===== src/rtl/uart_ns_rx_fifo_pkg.sv =====
// Shared UART receive-path constants, trigger-level enum and level decode.
package uart_ns_rx_fifo_pkg;

   localparam int UART_DATA_SIZE         = 8;
   localparam int UART_RX_FIFO_DEPTH     = 16;
   localparam int UART_FIFO_FLUSH_RX_BIT = 1;

   typedef enum logic [1:0] {
      TRIG_1  = 2'd0,
      TRIG_4  = 2'd1,
      TRIG_8  = 2'd2,
      TRIG_14 = 2'd3
   } type_uart_rx_trig_e;

   function automatic logic [4:0] trig_entries(input type_uart_rx_trig_e sel);
      logic [4:0] lvl;
      case (sel)
         TRIG_4:  lvl = 5'd4;
         TRIG_8:  lvl = 5'd8;
         TRIG_14: lvl = 5'd14;
         default: lvl = 5'd1;
      endcase
      return lvl;
   endfunction

endpackage


===== src/rtl/uart_ns_rx_fifo_if.sv =====
// Receive FIFO bus: receiver push side, register-file pop/control side, status.
interface uart_ns_rx_fifo_if #(
   parameter int DATA_W = 8,
   parameter int DEPTH  = 16
);
   localparam int CW = $clog2(DEPTH) + 1;

   logic              wr_valid_i;
   logic [DATA_W-1:0] wr_data_i;
   logic              wr_frame_err_i;
   logic              rd_pop_i;
   logic [DATA_W-1:0] rd_data_o;
   logic              rd_frame_err_o;
   logic              flush_i;
   logic [1:0]        trig_level_i;
   logic              clr_overrun_i;
   logic              empty_o;
   logic              full_o;
   logic [CW-1:0]     count_o;
   logic              overrun_o;
   logic              trig_o;
   logic              timeout_o;

   modport master (
      output wr_valid_i, wr_data_i, wr_frame_err_i, rd_pop_i, flush_i,
             trig_level_i, clr_overrun_i,
      input  rd_data_o, rd_frame_err_o, empty_o, full_o, count_o,
             overrun_o, trig_o, timeout_o
   );

   modport slave (
      input  wr_valid_i, wr_data_i, wr_frame_err_i, rd_pop_i, flush_i,
             trig_level_i, clr_overrun_i,
      output rd_data_o, rd_frame_err_o, empty_o, full_o, count_o,
             overrun_o, trig_o, timeout_o
   );
endinterface


===== src/rtl/uart_ns_sync_fifo.sv =====
// Generic single-clock show-ahead FIFO with push, pop, flush and occupancy count.
// Full-and-both pushes and pops together; a pop on empty is ignored.
module uart_ns_sync_fifo #(
   parameter int DEPTH = 16,
   parameter int W     = 9,
   localparam int AW   = $clog2(DEPTH),
   localparam int CW   = AW + 1
) (
   input  logic          clk,
   input  logic          rst_n,
   input  logic          i_push,
   input  logic [W-1:0]  i_push_dat,
   input  logic          i_pop,
   input  logic          i_flush,
   output logic [W-1:0]  o_dat,
   output logic          o_empty,
   output logic          o_full,
   output logic [CW-1:0] o_count
);
   logic [W-1:0]  r_mem [DEPTH];
   logic [AW-1:0] r_wptr;
   logic [AW-1:0] r_rptr;
   logic [CW-1:0] r_count;
   logic          w_empty;
   logic          w_full;
   logic          w_do_push;
   logic          w_do_pop;

   assign w_empty   = (r_count == '0);
   assign w_full    = (r_count == CW'(DEPTH));
   // When full, a simultaneous pop frees the head slot the push lands in.
   assign w_do_push = i_push && (!w_full || i_pop);
   assign w_do_pop  = i_pop && !w_empty;

   always_ff @(posedge clk or negedge rst_n) begin
      if (!rst_n) begin
         r_wptr  <= '0;
         r_rptr  <= '0;
         r_count <= '0;
      end else if (i_flush) begin
         r_wptr  <= '0;
         r_rptr  <= '0;
         r_count <= '0;
      end else begin
         if (w_do_push) r_wptr <= r_wptr + 1'b1;
         if (w_do_pop)  r_rptr <= r_rptr + 1'b1;
         case ({w_do_push, w_do_pop})
            2'b10:   r_count <= r_count + 1'b1;
            2'b01:   r_count <= r_count - 1'b1;
            default: r_count <= r_count;
         endcase
      end
   end

   always_ff @(posedge clk) begin
      if (w_do_push && !i_flush) r_mem[r_wptr] <= i_push_dat;
   end

   assign o_dat   = w_empty ? '0 : r_mem[r_rptr];
   assign o_empty = w_empty;
   assign o_full  = w_full;
   assign o_count = r_count;
endmodule


===== src/rtl/uart_ns_rx_fifo.sv =====
// UART receive FIFO: byte+frame-error storage with trigger, overrun and character-timeout status.
// Full pushes without a pop are dropped and flag a sticky overrun.
module uart_ns_rx_fifo
   import uart_ns_rx_fifo_pkg::*;
#(
   parameter int DEPTH       = UART_RX_FIFO_DEPTH,
   parameter int DATA_W      = UART_DATA_SIZE,
   parameter int TIMEOUT_CYC = 4096
) (
   input  logic             clk,
   input  logic             rst_n,
   uart_ns_rx_fifo_if.slave bus
);
   localparam int CW = $clog2(DEPTH) + 1;
   localparam int TW = $clog2(TIMEOUT_CYC + 1);

   logic [DATA_W:0] w_head;
   logic            w_empty;
   logic            w_full;
   logic [CW-1:0]   w_count;
   logic [CW-1:0]   w_lvl;
   logic            w_drop;
   logic            w_activity;
   logic            r_overrun;
   logic [TW-1:0]   r_to_cnt;

   uart_ns_sync_fifo #(
      .DEPTH (DEPTH),
      .W     (DATA_W + 1)
   ) u_fifo (
      .clk        (clk),
      .rst_n      (rst_n),
      .i_push     (bus.wr_valid_i),
      .i_push_dat ({bus.wr_frame_err_i, bus.wr_data_i}),
      .i_pop      (bus.rd_pop_i),
      .i_flush    (bus.flush_i),
      .o_dat      (w_head),
      .o_empty    (w_empty),
      .o_full     (w_full),
      .o_count    (w_count)
   );

   assign w_drop     = bus.wr_valid_i && !bus.rd_pop_i && !bus.flush_i && w_full;
   assign w_activity = bus.wr_valid_i || bus.rd_pop_i || bus.flush_i;

   always_ff @(posedge clk or negedge rst_n) begin
      if (!rst_n)                 r_overrun <= 1'b0;
      else if (w_drop)            r_overrun <= 1'b1;
      else if (bus.clr_overrun_i) r_overrun <= 1'b0;
   end

   always_ff @(posedge clk or negedge rst_n) begin
      if (!rst_n)                          r_to_cnt <= '0;
      else if (w_activity || w_empty)      r_to_cnt <= '0;
      else if (r_to_cnt != TW'(TIMEOUT_CYC)) r_to_cnt <= r_to_cnt + 1'b1;
   end

   always_comb begin
      w_lvl = CW'(trig_entries(type_uart_rx_trig_e'(bus.trig_level_i)));
      if (w_lvl > CW'(DEPTH)) w_lvl = CW'(DEPTH);
   end

   assign bus.rd_data_o      = w_head[DATA_W-1:0];
   assign bus.rd_frame_err_o = w_head[DATA_W];
   assign bus.empty_o        = w_empty;
   assign bus.full_o         = w_full;
   assign bus.count_o        = w_count;
   assign bus.overrun_o      = r_overrun;
   assign bus.trig_o         = (w_count >= w_lvl);
   assign bus.timeout_o      = (r_to_cnt == TW'(TIMEOUT_CYC)) && !w_empty;
endmodule


===== src/flat_wrapper.sv =====
// flat-port wrapper written by rule: the top's interface ports become plain ports
module uart_ns_rx_fifo_flat import uart_ns_rx_fifo_pkg::*;
#(
   parameter int DEPTH       = UART_RX_FIFO_DEPTH,
   parameter int DATA_W      = UART_DATA_SIZE,
   parameter int TIMEOUT_CYC = 4096
)
  (clk, rst_n, bus_wr_valid_i, bus_wr_data_i, bus_wr_frame_err_i, bus_rd_pop_i, bus_flush_i, bus_trig_level_i, bus_clr_overrun_i, bus_rd_data_o, bus_rd_frame_err_o, bus_empty_o, bus_full_o, bus_count_o, bus_overrun_o, bus_trig_o, bus_timeout_o);
  uart_ns_rx_fifo_if #(.DATA_W(DATA_W), .DEPTH(DEPTH)) bus_i ();
  input  logic clk;
  input  logic rst_n;
  input wire logic [$bits(bus_i.wr_valid_i)-1:0] bus_wr_valid_i;
  input wire logic [$bits(bus_i.wr_data_i)-1:0] bus_wr_data_i;
  input wire logic [$bits(bus_i.wr_frame_err_i)-1:0] bus_wr_frame_err_i;
  input wire logic [$bits(bus_i.rd_pop_i)-1:0] bus_rd_pop_i;
  input wire logic [$bits(bus_i.flush_i)-1:0] bus_flush_i;
  input wire logic [$bits(bus_i.trig_level_i)-1:0] bus_trig_level_i;
  input wire logic [$bits(bus_i.clr_overrun_i)-1:0] bus_clr_overrun_i;
  output wire logic [$bits(bus_i.rd_data_o)-1:0] bus_rd_data_o;
  output wire logic [$bits(bus_i.rd_frame_err_o)-1:0] bus_rd_frame_err_o;
  output wire logic [$bits(bus_i.empty_o)-1:0] bus_empty_o;
  output wire logic [$bits(bus_i.full_o)-1:0] bus_full_o;
  output wire logic [$bits(bus_i.count_o)-1:0] bus_count_o;
  output wire logic [$bits(bus_i.overrun_o)-1:0] bus_overrun_o;
  output wire logic [$bits(bus_i.trig_o)-1:0] bus_trig_o;
  output wire logic [$bits(bus_i.timeout_o)-1:0] bus_timeout_o;
  assign bus_i.wr_valid_i = bus_wr_valid_i;
  assign bus_i.wr_data_i = bus_wr_data_i;
  assign bus_i.wr_frame_err_i = bus_wr_frame_err_i;
  assign bus_i.rd_pop_i = bus_rd_pop_i;
  assign bus_i.flush_i = bus_flush_i;
  assign bus_i.trig_level_i = bus_trig_level_i;
  assign bus_i.clr_overrun_i = bus_clr_overrun_i;
  assign bus_rd_data_o = bus_i.rd_data_o;
  assign bus_rd_frame_err_o = bus_i.rd_frame_err_o;
  assign bus_empty_o = bus_i.empty_o;
  assign bus_full_o = bus_i.full_o;
  assign bus_count_o = bus_i.count_o;
  assign bus_overrun_o = bus_i.overrun_o;
  assign bus_trig_o = bus_i.trig_o;
  assign bus_timeout_o = bus_i.timeout_o;
  uart_ns_rx_fifo #(.DEPTH(DEPTH), .DATA_W(DATA_W), .TIMEOUT_CYC(TIMEOUT_CYC)) u_core (.clk(clk), .rst_n(rst_n), .bus(bus_i));
endmodule

===== config.mk =====
export PLATFORM = sky130hd
export DESIGN_NAME = uart_ns_rx_fifo_flat
export DESIGN_NICKNAME = d
export VERILOG_FILES = /design/src/rtl/uart_ns_rx_fifo_pkg.sv /design/src/rtl/uart_ns_rx_fifo_if.sv /design/src/rtl/uart_ns_sync_fifo.sv /design/src/rtl/uart_ns_rx_fifo.sv /design/src/flat_wrapper.sv
export SDC_FILE = /design/constraint.sdc
export NUM_CORES = 1
export LEC_CHECK = 0
export ABC_CLOCK_PERIOD_IN_PS = 2850
export CORE_ASPECT_RATIO = 0.75
export CORE_MARGIN = 2
export CORE_UTILIZATION = 62
export CTS_BUF_LIST = sky130_fd_sc_hd__clkbuf_8
export DETAILED_ROUTE_END_ITERATION = 10
export PLACE_DENSITY = 0.9
export RECOVER_POWER = 100
export SYNTH_ARGS = -nofsm -noshare
export SYNTH_HDL_FRONTEND = slang
export SYNTH_SLANG_ARGS = --single-unit

===== constraint.sdc =====
create_clock -name clk -period 2.85 [get_ports clk]
set_input_delay 0.285 -clock clk [delete_from_list [all_inputs] [get_ports clk]]
set_output_delay 0.285 -clock clk [all_outputs]
set_load 0.02 [all_outputs]

After elaboration in Yosys (flattened, before gate mapping)

Memory sizes are Yosys's and may differ from the RTL's.
Index checks and enable logic that the tools add are counted.

Bits in registers: 27
Bits in latches: 0
Memory bits (writable): 144
Memory bits (read-only): 0
Input port bits: 17
Memories kept: 1

Memories:

| name                | words | width | read ports | clocked after memory_dff | wr ports | line                    | source |
|---|---|---|---|---|---|---|---|
| u_core.u_fifo.r_mem | 16    | 9     | 1          | 0                        | 1        | uart_ns_sync_fifo.sv:20 | `logic [W-1:0] r_mem [DEPTH];` |

$add $sub $neg: 5
Multipliers: 0
Divide/modulo/power cells: 0
Magnitude comparators: 2
Equality and inequality tests: 8
Shift operators: 0
Muxes and demuxes: 15
Bitwise operators: 0
Reductions and logical operators: 21

Operators with widths:

| operator              | count |
|---|---|
| $mux 13               | 2 |
| $mux 4                | 4 |
| $add 13x1->13 const B | 1 |
| $eq 13x13->1 const B  | 1 |
| $ne 13x13->1 const B  | 1 |
| $pmux 4 s3            | 1 |
| $mux 5                | 2 |
| $pmux 5 s2            | 1 |
| $mux 9                | 1 |
| $add 4x1->4 const B   | 2 |
| $reduce_bool 2->1     | 4 |
| $logic_and 1x1->1     | 7 |
| $eq 2x2->1 const B    | 3 |
| $add 5x1->5 const B   | 1 |
| $eq 5x5->1 const B    | 1 |
| $ge 5x5->1            | 1 |
| $gt 4x5->1 const B    | 1 |
| $logic_not 5->1       | 1 |
| $sub 5x1->5 const B   | 1 |
| $eq 2x1->1 const B    | 2 |
| $logic_not 1->1       | 4 |
| $logic_or 1x1->1      | 4 |
| $mux 1                | 4 |
| $reduce_bool 3->1     | 1 |

Logic depth before layout (Yosys ltp)

Depth after elaboration: 7
Depth in mapped cells: 9
Gate-level depth less buffers: 8

Cells and area by module

From an unflattened synthesis, not the netlist that was laid out.

Cell total of the unflattened synthesis: 403
Area total of the unflattened synthesis: 7238.2 um2

By module, submodules not included:

| module            | times used | cells each | area an instance (um2) | sequential area each (um2) |
|---|---|---|---|---|
| uart_ns_sync_fifo | 1          | 315        | 6396.1                 | 4649.5 |
| uart_ns_rx_fifo   | 1          | 88         | 842.1                  | 350.3 |

Worst setup path after synthesis

Ideal clock, no wire load.

Path kind: reg2reg
Start point: register u_core.u_fifo.r_count[1], in the netlist u_core.u_fifo.o_count[1]
End point: register u_core.u_fifo.r_count[2], in the netlist u_core.u_fifo.o_count[2]
Library setup time: 0.124 ns
Data arrival time: 2.545 ns
Data required time: 2.726 ns
Setup slack: 0.181 ns
Stages on the path, launching flop included: 10
Buffers on the path: 1
Clock period less this slack: 2.669 ns
Cells stage by stage: dfrtp_1 buf_6 nor4_2 a21oi_1 mux2_2 ha_1 or4b_1 mux2i_1 o22ai_1 o2bb2ai_1

Cells in the longest elaborated chain, start to end: 7
Elaborated cells on any way between the ends: 14
Those cells by class: add/sub (2); eq/ne (3); mux (2); reduce/logical (7)

Ends and longest elaborated chain:

| element                                  | line                    | source |
|---|---|---|
| from (decl)                              | uart_ns_sync_fifo.sv:23 | `logic [CW-1:0] r_count;` |
| from (signal assigned)                   | uart_ns_sync_fifo.sv:48 | `2'b10: r_count <= r_count + 1'b1;` |
| from (signal assigned)                   | uart_ns_sync_fifo.sv:49 | `2'b01: r_count <= r_count - 1'b1;` |
| from (signal assigned)                   | uart_ns_sync_fifo.sv:50 | `default: r_count <= r_count;` |
| $eq 5x5->1                               | uart_ns_sync_fifo.sv:30 | `assign w_full = (r_count == CW'(DEPTH));` |
| $logic_not 1->1                          | uart_ns_sync_fifo.sv:32 | `assign w_do_push = i_push && (!w_full \|\| i_pop);` |
| $logic_or 1x1->1                         | uart_ns_sync_fifo.sv:32 |  |
| $logic_and 1x1->1                        | uart_ns_sync_fifo.sv:32 |  |
| $eq 2x1->1 or $eq 2x2->1 (tied branches) | uart_ns_sync_fifo.sv:47 | `case ({w_do_push, w_do_pop})` |
| $pmux 5 s2                               | uart_ns_sync_fifo.sv:47 |  |
| $mux 5                                   | uart_ns_sync_fifo.sv:40 | `end else if (i_flush) begin` |

Parallel ways exist; a longest one is shown, timed or not.
A chain may end at the register's enable or synchronous reset.

Worst setup path in the final report

Start point: register u_core.u_fifo.r_rptr[0]
End point: output port bus_rd_data_o[5]

Cells in the longest elaborated chain, start to end: 2

Ends and longest elaborated chain:

| element                | line                    | source |
|---|---|---|
| from (decl)            | uart_ns_sync_fifo.sv:22 | `logic [AW-1:0] r_rptr;` |
| from (signal assigned) | uart_ns_sync_fifo.sv:46 | `if (w_do_pop) r_rptr <= r_rptr + 1'b1;` |
| $mem_v2 16x9           | --                      |  |
| $mux 9                 | uart_ns_sync_fifo.sv:59 | `assign o_dat = w_empty ? '0 : r_mem[r_rptr];` |
| to (decl)              | flat_wrapper.sv:19      | `output wire logic [$bits(bus_i.rd_data_o)-1:0] bus_rd_data_o;` |

Every way passes these cells.

==> key figures <==
Min path
  • Worst Hold Endpoint: u_core.bus.overrun_o$_DFFE_PN0P_
  • Hold path depth: 2
  • Hold WC Path Type: primary input to register
  • Min-delay src: bus_clr_overrun_i

Synthesis
  • Post-synth EDFFs: 144
  • Synth Flop Type: edfxtp_1
  • Post-synth ARST share: 15.8%
  • Distinct cells, synth: 52
  • Post-Syn Nets: 467
  • Top-count cell post-synth: edfxtp_1
  • Syn Inst Count: 437
  • Syn Area/Cell: 16.8 um2
  • Cell type with the largest total area after synthesis: edfxtp_1
  • Ranking of synthesized cells by area: edfxtp_1 59%, mux4_2 11%, dfrtp_1 9.2%
  • FF+latch count, synth: 171
  • Most frequent cells after synthesis: 144 x edfxtp_1, 42 x nor2_1, 36 x mux4_2, 27 x dfrtp_1, 25 x mux2i_1
  • Mapped cell area: 0.00734 mm2
  • Synth Warn #: 0
  • Area fraction of the dominant cell type after synthesis: 58.9%
  • Seq/Total Area, Yosys: 68.1%

Detailed routing
  • Post-route ant nets: 0
  • Wire per inst: 23.1 um
  • Final WL: 15700 um
  • 1st-iter DRT viols: 508
  • Vias: 4273
  • Via/cell ratio: 6.28
  • Drt drc: 0
  • First-pass detailed-route iteration total: 6

Layout
  • Synth-to-Final Area Change: 14.8%
  • Filler cells: 680
  • ANT cells: 0
  • Nets@finish: 535
  • Share of post-route cells with drive strength above 1: 19.5%

Critical path
  • CP Capture Type: primary output
  • Arr. time, crit path: 2.46 ns
  • Reg-to-reg critical path endpoint: u_core.u_fifo.r_mem[3][4]$_DFFE_PP_
  • Reg-to-reg slack, setup: 0.21 ns
  • Crit path kind: register to primary output
  • FF-to-FF path depth: 7
  • Worst setup SP type: register
  • Critical path fanouts, max: 8
  • CP Data Required Time: 2.57 ns
  • Worst r2r src: u_core.u_fifo.o_count[2]$_DFFE_PN0P_

Outcome
  • Status: finished with violations
  • Failing checks: capacitance limit, slew limit

Global routing
  • Initial antenna violation count: 0
  • First-pass GRT wire length: 24400 um
  • Grt ovf: 0
  • Pin count of the biggest net entering global routing: 28
  • Total GRT Usage: 26.8%
  • Vias in the first global route: 4357

Flow run
  • Max-cap violations: 1

Floorplan
  • Die Ht: 98.2 um
  • IO Count: 36
  • Row count: 34
  • Die area: 0.0127 mm2
  • Initial Utilization: 63.4%
  • Die X-Extent: 130 um
  • Core area: 0.0116 mm2

Clock network
  • Skew-Pair Late Insertion Delay: 0.46 ns
  • CTS Buf Count: 17
  • CTS Buffer Depth: 2
  • H-tree depth: 4
  • Clock transition at the registers of the reported paths: 0.09 ns
  • CTS root buffer: clkbuf_8
  • CTS sink cnt: 171
  • CTS tree: yes

STA
  • Final hold vios: 0
  • RSZ-0062 raised after global routing: false
  • Setup TNS: 0 ns
  • F_max: 0.364 GHz
  • # setup viols final: 0
  • Least-Margin Pin Slew: 1.57 ns
  • Rel. slew slack: -4.63%
  • WHS: 0.462 ns
  • Min Tclk post-route: 2.75 ns
  • Tcrit/Tclk final: 96.5%
  • Max-slew violations: 28
  • Final setup skew: 0.0149 ns

Power and ir drop
  • P per Cell Area: 819 mW/mm2
  • Max IR drop VDD: 0.668 mV
  • Leakage: 2.85 nW

Placement
  • Number of I/O port buffers: 35
  • Post-DP HPWL: 9770 um
  • Final GP Congestion: 0.871
==> worst max-delay path by stage <==
stage	from	endpoint	slack, ns	cells past startpoint
CTS	u_core.u_fifo.r_rptr[0]$_DFFE_PN0P_	bus_rd_data_o[1]	0.05	5
global placement	bus_trig_level_i[1]	bus_trig_o	0.19	8
finish	u_core.u_fifo.r_rptr[0]$_DFFE_PN0P_	bus_rd_data_o[5]	0.10	5
detailed placement	bus_trig_level_i[1]	bus_trig_o	0.17	8
global route	u_core.u_fifo.r_rptr[0]$_DFFE_PN0P_	bus_rd_data_o[2]	0.001	5
floorplan	u_core.u_fifo.o_count[1]$_DFFE_PN0P_	u_core.u_fifo.o_count[2]$_DFFE_PN0P_	0.18	9
==> per-stage QoR <==
step                      worst slack (ns)  power (mW)  instance area (um2)  std cells  util [%]
after global routing               0.00103        7.17                 8420        680      72.8
after CTS                           0.0487        7.02                 8540        680      73.8
after global placement               0.193        5.04                 8060        646      69.6
after detailed placement             0.172        5.11                 8060        646      69.6
final                                0.100        6.90                 8420        680      72.8
after floorplan                      0.181        4.38                 7340        437         -
==> cell type report <==
type | instances | area, um2 | area share, %
sequential | 171 | 5000 | 59.4
multi-input combinational | 229 | 2160 | 25.7
timing repair buffer | 71 | 556 | 6.59
clock buffer | 17 | 234 | 2.78
clock inverter | 15 | 210 | 2.50
tap | 162 | 203 | 2.41
inverter | 15 | 56.3 | 0.668
==> power by group <==
group          leakage, nW  switching (mW)  internal [mW]
combinational        0.967            1.18          0.956
clock                0.217           0.921          0.971
sequential            1.67          0.0844           2.78
total                 2.85            2.19           4.71
==> kinds of logic (layout without fill, tap and decap cells) <==
group | Yosys count | after routing | share of synthesized area, %
AND/OR/NAND/NOR | 97 | 97 | 6.58
buffers and inverters | 37 | 118 | 2.34
flip-flops | 171 | 171 | 68.1
AO/OA/AOI/OAI | 40 | 40 | 4.06
XOR/XNOR | 16 | 16 | 1.91
adder cells (fa/ha/maj) | 13 | 13 | 2.22
multiplexers | 63 | 63 | 14.8
==> state kept, by name, indices dropped and copies added, names as in the netlist <==
signal,count
u_core.u_fifo.r_wptr,4
u_core.bus.overrun_o,1
u_core.r_to_cnt,13
u_core.u_fifo.r_rptr,4
u_core.u_fifo.r_mem,144
u_core.u_fifo.o_count,5
==> repair_timing <==
| action | in CTS | in global routing |
|---|---|---|
| setup endpoints to repair | 10 | 4 |
| cloned | 1 | 0 |
| pin swaps | 1 | 0 |
| hold endpoints to repair | 0 | 0 |
| hold buffers | 0 | 0 |
| gates resized for setup | 13 | 6 |
| buffers inserted | 1 | 0 |
==> per-layer routing <==
layer / track usage [%] / share of wire, % / vias up
met5: 0 / 0 / -
met4: 8.85 / 1.7 / 0
met3: 9.15 / 8.6 / 25
met2: 41.1 / 49 / 216
met1: 36.5 / 41 / 2198
li1: - / - / 1834
==> cell usage in the layout, fill, tap and decap left out, types with 3 or more instances in the layout <==
master	n
edfxtp_1	144
clkinvlp_4	3
inv_1	16
xnor2_1	11
dlygate4sd2_1	10
ha_1	13
nor4_1	6
nand3_1	8
nor2_1	42
inv_6	4
a21oi_1	7
o22ai_1	11
dlygate4sd3_1	17
mux2i_1	20
o21ai_0	5
buf_4	9
nand2b_1	8
nand2_1	10
mux4_2	36
dfrtp_1	26
clkdlybuf4s50_1	8
nor3_1	8
xor2_1	5
clkbuf_8	17
mux2i_2	5
nor2b_1	3
clkbuf_2	8
bufinv_16	4
clkbuf_1	15
==> critical path: stages, from the launching register on <==
cell and delay [ns]:
dfrtp_2 0.44, clkbuf_4 0.28, mux4_2 0.54, mux2i_2 0.26, o22ai_1 0.15, dlygate4sd2_1 0.35
Note: power is estimated with default switching activity, not from simulation.
